==> src/rtl/bigint_digit_serial_multiplier.sv <==
// Digit-serial unsigned multiplier: res = a*bi (2*WIDTH bits), one DIGIT-bit digit of bi per clock.
// Define MULT_ACC_EN to add the acc_in port and compute a*bi + acc_in modulo 2^(2*WIDTH).
module bigint_digit_serial_multiplier #(
  parameter int WIDTH = 80,
  parameter int DIGIT = 16
) (
  input  logic                 clk,
  input  logic                 rst_n,
  input  logic                 en,
  input  logic [WIDTH-1:0]     a,
  input  logic [WIDTH-1:0]     bi,
`ifdef MULT_ACC_EN
  input  logic [2*WIDTH-1:0]   acc_in,
`endif
  output logic                 busy,
  output logic                 done,
  output logic [2*WIDTH-1:0]   res
);

  localparam int NDIG = WIDTH / DIGIT;
  localparam int CW   = (NDIG > 1) ? $clog2(NDIG) : 1;
  localparam logic [CW-1:0] LAST_CNT = CW'(NDIG - 1);

  if ((WIDTH % DIGIT) != 0) begin : g_bad_digit
    $error("bigint_digit_serial_multiplier: WIDTH must be a multiple of DIGIT");
  end

  typedef enum logic [1:0] {
    S_IDLE = 2'd0,
    S_RUN  = 2'd1,
    S_DONE = 2'd2
  } state_t;

  state_t               state_q;
  logic [WIDTH-1:0]     a_q;
  logic [WIDTH-1:0]     b_q;
  logic [2*WIDTH-1:0]   acc_q;
  logic [CW-1:0]        cnt_q;
  logic                 busy_q;
  logic                 done_q;
  logic [2*WIDTH-1:0]   res_q;

  logic [WIDTH+DIGIT-1:0] pp_s;
  logic [2*WIDTH-1:0]     pp_ext_s;
  logic [2*WIDTH-1:0]     acc_d;
  logic [2*WIDTH-1:0]     acc_init_s;

  // Partial product of the current digit, aligned to its weight and added into the accumulator.
  always_comb begin
    pp_s     = {{DIGIT{1'b0}}, a_q} * {{WIDTH{1'b0}}, b_q[DIGIT-1:0]};
    pp_ext_s = '0;
    pp_ext_s[WIDTH+DIGIT-1:0] = pp_s;
    acc_d    = acc_q + (pp_ext_s << (cnt_q * DIGIT));
`ifdef MULT_ACC_EN
    acc_init_s = acc_in;
`else
    acc_init_s = '0;
`endif
  end

  // Control FSM and datapath registers; the final sum is written to res on the last RUN edge
  // so that res and done are both valid throughout the DONE cycle.
  always_ff @(posedge clk or negedge rst_n) begin
    if (!rst_n) begin
      state_q <= S_IDLE;
      a_q     <= '0;
      b_q     <= '0;
      acc_q   <= '0;
      cnt_q   <= '0;
      busy_q  <= 1'b0;
      done_q  <= 1'b0;
      res_q   <= '0;
    end else begin
      done_q <= 1'b0;
      case (state_q)
        S_IDLE: begin
          if (en) begin
            a_q     <= a;
            b_q     <= bi;
            acc_q   <= acc_init_s;
            cnt_q   <= '0;
            busy_q  <= 1'b1;
            state_q <= S_RUN;
          end else begin
            busy_q  <= 1'b0;
          end
        end
        S_RUN: begin
          acc_q <= acc_d;
          b_q   <= b_q >> DIGIT;
          cnt_q <= cnt_q + 1'b1;
          if (cnt_q == LAST_CNT) begin
            res_q   <= acc_d;
            done_q  <= 1'b1;
            state_q <= S_DONE;
          end else begin
            state_q <= S_RUN;
          end
        end
        S_DONE: begin
          busy_q  <= 1'b0;
          state_q <= S_IDLE;
        end
        default: begin
          busy_q  <= 1'b0;
          state_q <= S_IDLE;
        end
      endcase
    end
  end

  assign busy = busy_q;
  assign done = done_q;
  assign res  = res_q;

endmodule

==> config.mk <==
export PLATFORM = sky130hd
export DESIGN_NAME = bigint_digit_serial_multiplier
export DESIGN_NICKNAME = d
export VERILOG_FILES = /design/src/rtl/bigint_digit_serial_multiplier.sv
export SDC_FILE = /design/constraint.sdc
export NUM_CORES = 2
export LEC_CHECK = 0
export ABC_AREA = 1
export ABC_CLOCK_PERIOD_IN_PS = 8400
export CORE_MARGIN = 2
export CORE_UTILIZATION = 37
export DETAILED_ROUTE_END_ITERATION = 10
export HOLD_SLACK_MARGIN = 0.12
export MAX_ROUTING_LAYER = met4
export PLACE_DENSITY_LB_ADDON = 0.12
export SLEW_MARGIN = 20
export SYNTH_ARGS = -nofsm -noshare
export SYNTH_HDL_FRONTEND = slang
export SYNTH_SLANG_ARGS = --single-unit
==> constraint.sdc <==
create_clock -name clk -period 8.4 [get_ports clk]
set_clock_uncertainty 0.05 [all_clocks]
set_input_delay 0.84 -clock clk [delete_from_list [all_inputs] [get_ports clk]]
set_output_delay 0.84 -clock clk [all_outputs]
set_load 0.01 [all_outputs]
## After elaboration in Yosys (flattened, before gate mapping)

Index checks and enable logic that the tools add are counted.

- Output and inout port bits: 162
- Logic and storage cells: 33
- Flip-flop bits (word level): 487

- Shift operators: 1
- Eq/ne operators: 3
- Multiplexer cells: 13
- $add $sub $neg: 2
- $mul: 1
- Reductions and logical operators: 5

Operators with widths:

| operator | count |
|---|---|
| one-hot mux 160 bit (2 select lines) | 1 |
| adder 160 bit | 1 |
| 2-to-1 mux 160 bit | 1 |
| one-hot mux 80 bit (2 select lines) | 1 |
| left shift 96 x 7 -> 160 bit | 1 |
| multiplier 80 x 16 -> 96 bit | 1 |
| 2-to-1 mux 80 bit | 1 |
| one-hot mux 3 bit (2 select lines) | 1 |
| AND reduction 2 bit | 3 |
| 2-to-1 mux 2 bit | 2 |
| one-hot mux 2 bit (2 select lines) | 1 |
| adder 3 x 1 -> 3 bit, second input constant | 1 |
| == test 3 bit, second input constant | 1 |
| 2-to-1 mux 1 bit | 3 |
| 2-to-1 mux 3 bit | 1 |
| == test 2 x 1 -> 1 bit, second input constant | 1 |
| zero test 2 bit | 1 |
| != test 2 bit, second input constant | 1 |
| one-hot mux 1 bit (2 select lines) | 1 |
| nonzero test 2 bit | 1 |

## Logic depth before layout (Yosys ltp)

- Depth in word-level cells: 4
- Depth in mapped cells: 53

## Least setup slack after synthesis

No wires, ideal clock.

- Kind: flip-flop to flip-flop
- Start: reg b_q[1]
- End: reg res_q[150] (netlist: res[150])
- Stages on the path, launching flop included: 43
- Required time: 8.232 ns
- Buffers on the path: 2
- Arrival: 7.669 ns
- Period minus slack after synthesis: 7.837 ns
- Setup slack: 0.563 ns
- Cell sequence: dfrtp_1 -> clkbuf_1 -> clkbuf_1 -> nand2_1 -> fa_1 -> inv_1 -> fa_1 -> inv_1 -> fa_1 -> inv_1 -> fa_1 -> fa_1 -> inv_1 -> fa_1 -> inv_1 -> ha_1 -> nand2_1 -> nor2_1 -> [... 7 more ...] -> or2_2 -> nand3_1 -> nand3_1 -> nand3_1 -> nand2_1 -> ha_1 -> a21oi_1 -> inv_1 -> a21oi_1 -> a21boi_0 -> o21bai_1 -> a21oi_1 -> o21ai_0 -> nand2_1 -> nand3_1 -> or2_2 -> nand3_1 -> nand2_1

- Cells in the longest elaborated chain, start to end: 3

Ends and longest elaborated chain:

| what | line | RTL |
|---|---|---|
| start, declared | 36 | `logic [WIDTH-1:0] b_q;` |
| start signal, assigned | 79 | `b_q <= bi;` |
| start signal, assigned | 90 | `b_q <= b_q >> DIGIT;` |
| multiplier 80 x 16 -> 96 bit | 50 | `pp_s = {{DIGIT{1'b0}}, a_q} * {{WIDTH{1'b0}}, b_q[DIGIT-1:0]};` |
| left shift 96 x 7 -> 160 bit | 53 | `acc_d = acc_q + (pp_ext_s << (cnt_q * DIGIT));` |
| adder 160 bit | 53 |  |
| end signal, assigned | 72 | `res_q <= '0;` |
| end signal, assigned | 93 | `res_q <= acc_d;` |
| end, declared | 41 | `logic [2*WIDTH-1:0] res_q;` |

Every way passes these cells.
A chain may end at the register's enable or synchronous reset.

## Final worst setup path

- Start: reg b_q[3]
- End: reg res_q[159] (netlist: res[159])

The elaborated chain is that of the path after synthesis.

==> run metrics <==
Avg Vias per Cell=a little over 5; worst hold path startpoint=res[121]; final setup violation count=between 200 and 300; sequential fraction of the synthesis area=around 16%; aggregate global-route resource usage=38.4%; Max Clk Rate=102 MHz; setup TNS after final layout=-286.78 ns; Placement Rows=168; CP dominant cell by count=sky130_fd_sc_hd__buf_4; R2R Setup Slk=-1.42 ns; Tightest Hold Check Type=reg2reg; area occupied by multi-input gates=~60,000 µm²; cell at the root of the clock tree=sky130_fd_sc_hd__clkbuf_16; number of detailed-route iterations in the first pass=6; setup repair after global routing missed its margin=yes; number of nets in the synthesized netlist=12,800; total number of nets in the final design=~15,000; Die Span X=463 µm; share of Yosys cell area claimed by the top area cell type=approximately 28%; number of fill cells in the layout=between 20,000 and 25,000; main flop type after synthesis=sky130_fd_sc_hd__dfrtp_1; type of element launching the critical path=register; async set or reset register ratio after synthesis=100%; Yosys top cell by area=sky130_fd_sc_hd__fa_1; number of violations of the max-capacitance limit=0; arrival time worst endpoint=a little over 10 ns; count of state elements after synthesis=487; endpoint kind of the worst setup timing path=register; drt first-iter violations=roughly 7,500; endpoint of the worst hold path=res[121]; critical path required time=8.95 ns; count of distinct cell types in the synthesized netlist=64; mean area per synthesized cell=a little under 7 µm²; final slew viol count=0; Floorplan Core Area=roughly 210,000 µm²; critical-path cell with the highest stage delay=sky130_fd_sc_hd__fa_1; final wirelength=~400 mm; post-route cell area=about 110,000 µm²; Cell Area, Synth=about 80,000 µm²; total of warnings raised by yosys=0; number of global-route vias before repair=86,500; highest net fanout along the worst path=11; Vert. Die Dim=~460 µm; Reg2Reg Depth=52; status=finished with violations; Worst Setup Path Type=reg2reg; failing checks=setup timing; I/O pin total=roughly 330; end of the worst register-to-register path=res[159]; gate count of the mapped netlist=about 11,000; global route total overflow=0; slew at the pin closest to its max-slew limit=about 1.2 ns; pin count of the biggest net entering global routing=196; register area=~12,000 µm²; area post-placement=103,000 µm²; I/O Buffers=between 300 and 400; DRC violations left=0; largest stage delay on the critical path=between 0.5 and 0.6 ns; GPL Wtd Cong=between 1 and 1.5; clock tree from TritonCTS=done; post-CTS clock slew at the launch and capture registers of the worst setup and hold paths=approximately 0.07 ns; routed length per placed instance=approximately 24 µm; endpoints failing hold=0; shortest clock period the worst path allows after layout=about 10 ns; Clock Path Buffers=3; layout cell share with drive strength beyond 1=between 20% and 30%; global-route wire length before repair=586 mm; clock latency on the worst-skew pair=about 0.78 ns; beginning of the worst register-to-register path=b_q[3]; Total Die Area=214,000 µm²; Final period util=117%; Slew HR=between 15 and 20%; number of cells on the worst hold path=2; total CTS buffers=72; HPWL Detailed=around 340 mm; area added between synthesis and finish=42.7%; number of nets with antenna violations after routing=0; clk sink count=~500; number of flops mapped to enable cells by yosys=0; initial core utilization=37.2%; setup ws final=-1.42 ns; number of vias after detailed routing=about 84,000; initial antenna violation count=25; H-tree depth=3; largest cells by area after synthesis=sky130_fd_sc_hd__fa_1 28%, sky130_fd_sc_hd__nand2_1 16%, sky130_fd_sc_hd__dfrtp_1 16%
flip-flops by register name, indices dropped and copies added, names as in the netlist:
name / cells
busy: 1
cnt_q: 3
a_q: 80
acc_q: 160
state_q: 2
b_q: 80
res: 160
done: 1
synth_stat cells (30+ instances only):
master and number:
sky130_fd_sc_hd__nand4_1 43, sky130_fd_sc_hd__xor2_1 67, sky130_fd_sc_hd__xnor2_1 63, sky130_fd_sc_hd__a21o_1 49, sky130_fd_sc_hd__clkbuf_1 450, sky130_fd_sc_hd__a21oi_1 476
sky130_fd_sc_hd__inv_1 2318, sky130_fd_sc_hd__ha_1 329, sky130_fd_sc_hd__o21ai_1 51, sky130_fd_sc_hd__nor3_1 49, sky130_fd_sc_hd__a22oi_1 55, sky130_fd_sc_hd__a21boi_0 30
sky130_fd_sc_hd__nand2_1 3286, sky130_fd_sc_hd__fa_1 1091, sky130_fd_sc_hd__or2_1 32, sky130_fd_sc_hd__nand3b_1 37, sky130_fd_sc_hd__or2_2 39, sky130_fd_sc_hd__dfrtp_1 487
sky130_fd_sc_hd__o21a_1 31, sky130_fd_sc_hd__o21bai_1 68, sky130_fd_sc_hd__nor2_1 854, sky130_fd_sc_hd__nand3_1 492, sky130_fd_sc_hd__o21ai_0 502, sky130_fd_sc_hd__a31oi_1 33
metal layers:
layer	track usage [%]	wire length (µm)
met1	48.9	168000
met5	-	0
met3	5.13	26600
met2	60.4	184000
met4	18.7	26000
cell families after synthesis:
family / after synthesis / share of synthesized area (%)
xor gates and xnor gates: 130 / 1.46
AOI/OAI and AO/OA: 1412 / 10.5
buffers and inverters: 2813 / 13.6
DFF: 487 / 15.6
and+or+nand+nor: 4931 / 25.6
adders and majority gates: 1420 / 33.3
layout by cell type (no fill, tap or decap), types with 214 or more instances in the layout:
cell                              synthesis  layout
sky130_fd_sc_hd__nand2_1               3286    3159
sky130_fd_sc_hd__buf_4                    0    2355
sky130_fd_sc_hd__inv_1                 2318    2252
sky130_fd_sc_hd__fa_1                  1091    1074
sky130_fd_sc_hd__nor2_1                 854     592
sky130_fd_sc_hd__dfrtp_1                487     463
sky130_fd_sc_hd__nand3_1                492     409
sky130_fd_sc_hd__o21ai_0                502     358
sky130_fd_sc_hd__a21oi_1                476     325
sky130_fd_sc_hd__clkdlybuf4s50_1          0     323
sky130_fd_sc_hd__ha_1                   329     241
sky130_fd_sc_hd__nor2_2                  18     214
critical path, delay by kind of cell, from the launching register on:
family                     cells  cell delay, ns
AOI/OAI and AO/OA              2            0.17
and+or+nand+nor               21            2.56
DFF                            1            0.41
adders and majority gates      8            3.62
buffers and inverters         21            2.69
area by class of cell:
cell class                      count  share of cell area, %
Antenna cell                       15                 0.0338
Clock buffer                       97                   1.84
Clock inverter                     32                  0.437
Inverter                         2337                   7.90
Multi-Input combinational cell   7893                   54.0
Sequential cell                   487                   11.0
Tap cell                         2805                   3.16
Timing Repair Buffer             2844                   21.6
timing repair:
item | in CTS | in global routing
gates resized for setup | 776 | 562
cloned | 8 | 4
endpoints found under the setup margin | 291 | 298
hold buffers | 1 | 0
buffers inserted | 47 | 45
pin swaps | 62 | 164
hold endpoints to repair | 51 | 0
worst max-delay path by stage:
| stage | slack (ns) | endpoint | from |
|---|---|---|---|
| floorplan | 0.56 | res[150] | b_q[1] |
| global placement | -2.67 | acc_q[147] | b_q[9] |
| detailed placement | -2.56 | acc_q[147] | b_q[9] |
| CTS | -1.44 | acc_q[147] | b_q[3] |
| global route | -1.65 | res[131] | b_q[2] |
| finish | -1.42 | res[159] | b_q[3] |
metrics by stage:
stage	setup WS (ns)	std cells	hold slack (ns)	util, %
2_1_floorplan	0.563	11200	0.399	-
3_3_place_gp	-2.67	16300	0.413	48.9
3_5_place_dp	-2.56	16300	0.416	48.9
4_1_cts	-1.44	16400	0.433	51.8
5_1_grt	-1.65	16500	0.446	53.1
6_report	-1.42	16500	0.426	53.1
Power is not shown: default switching activity piles up to over one toggle a cycle in this logic, so the estimate is an artifact.
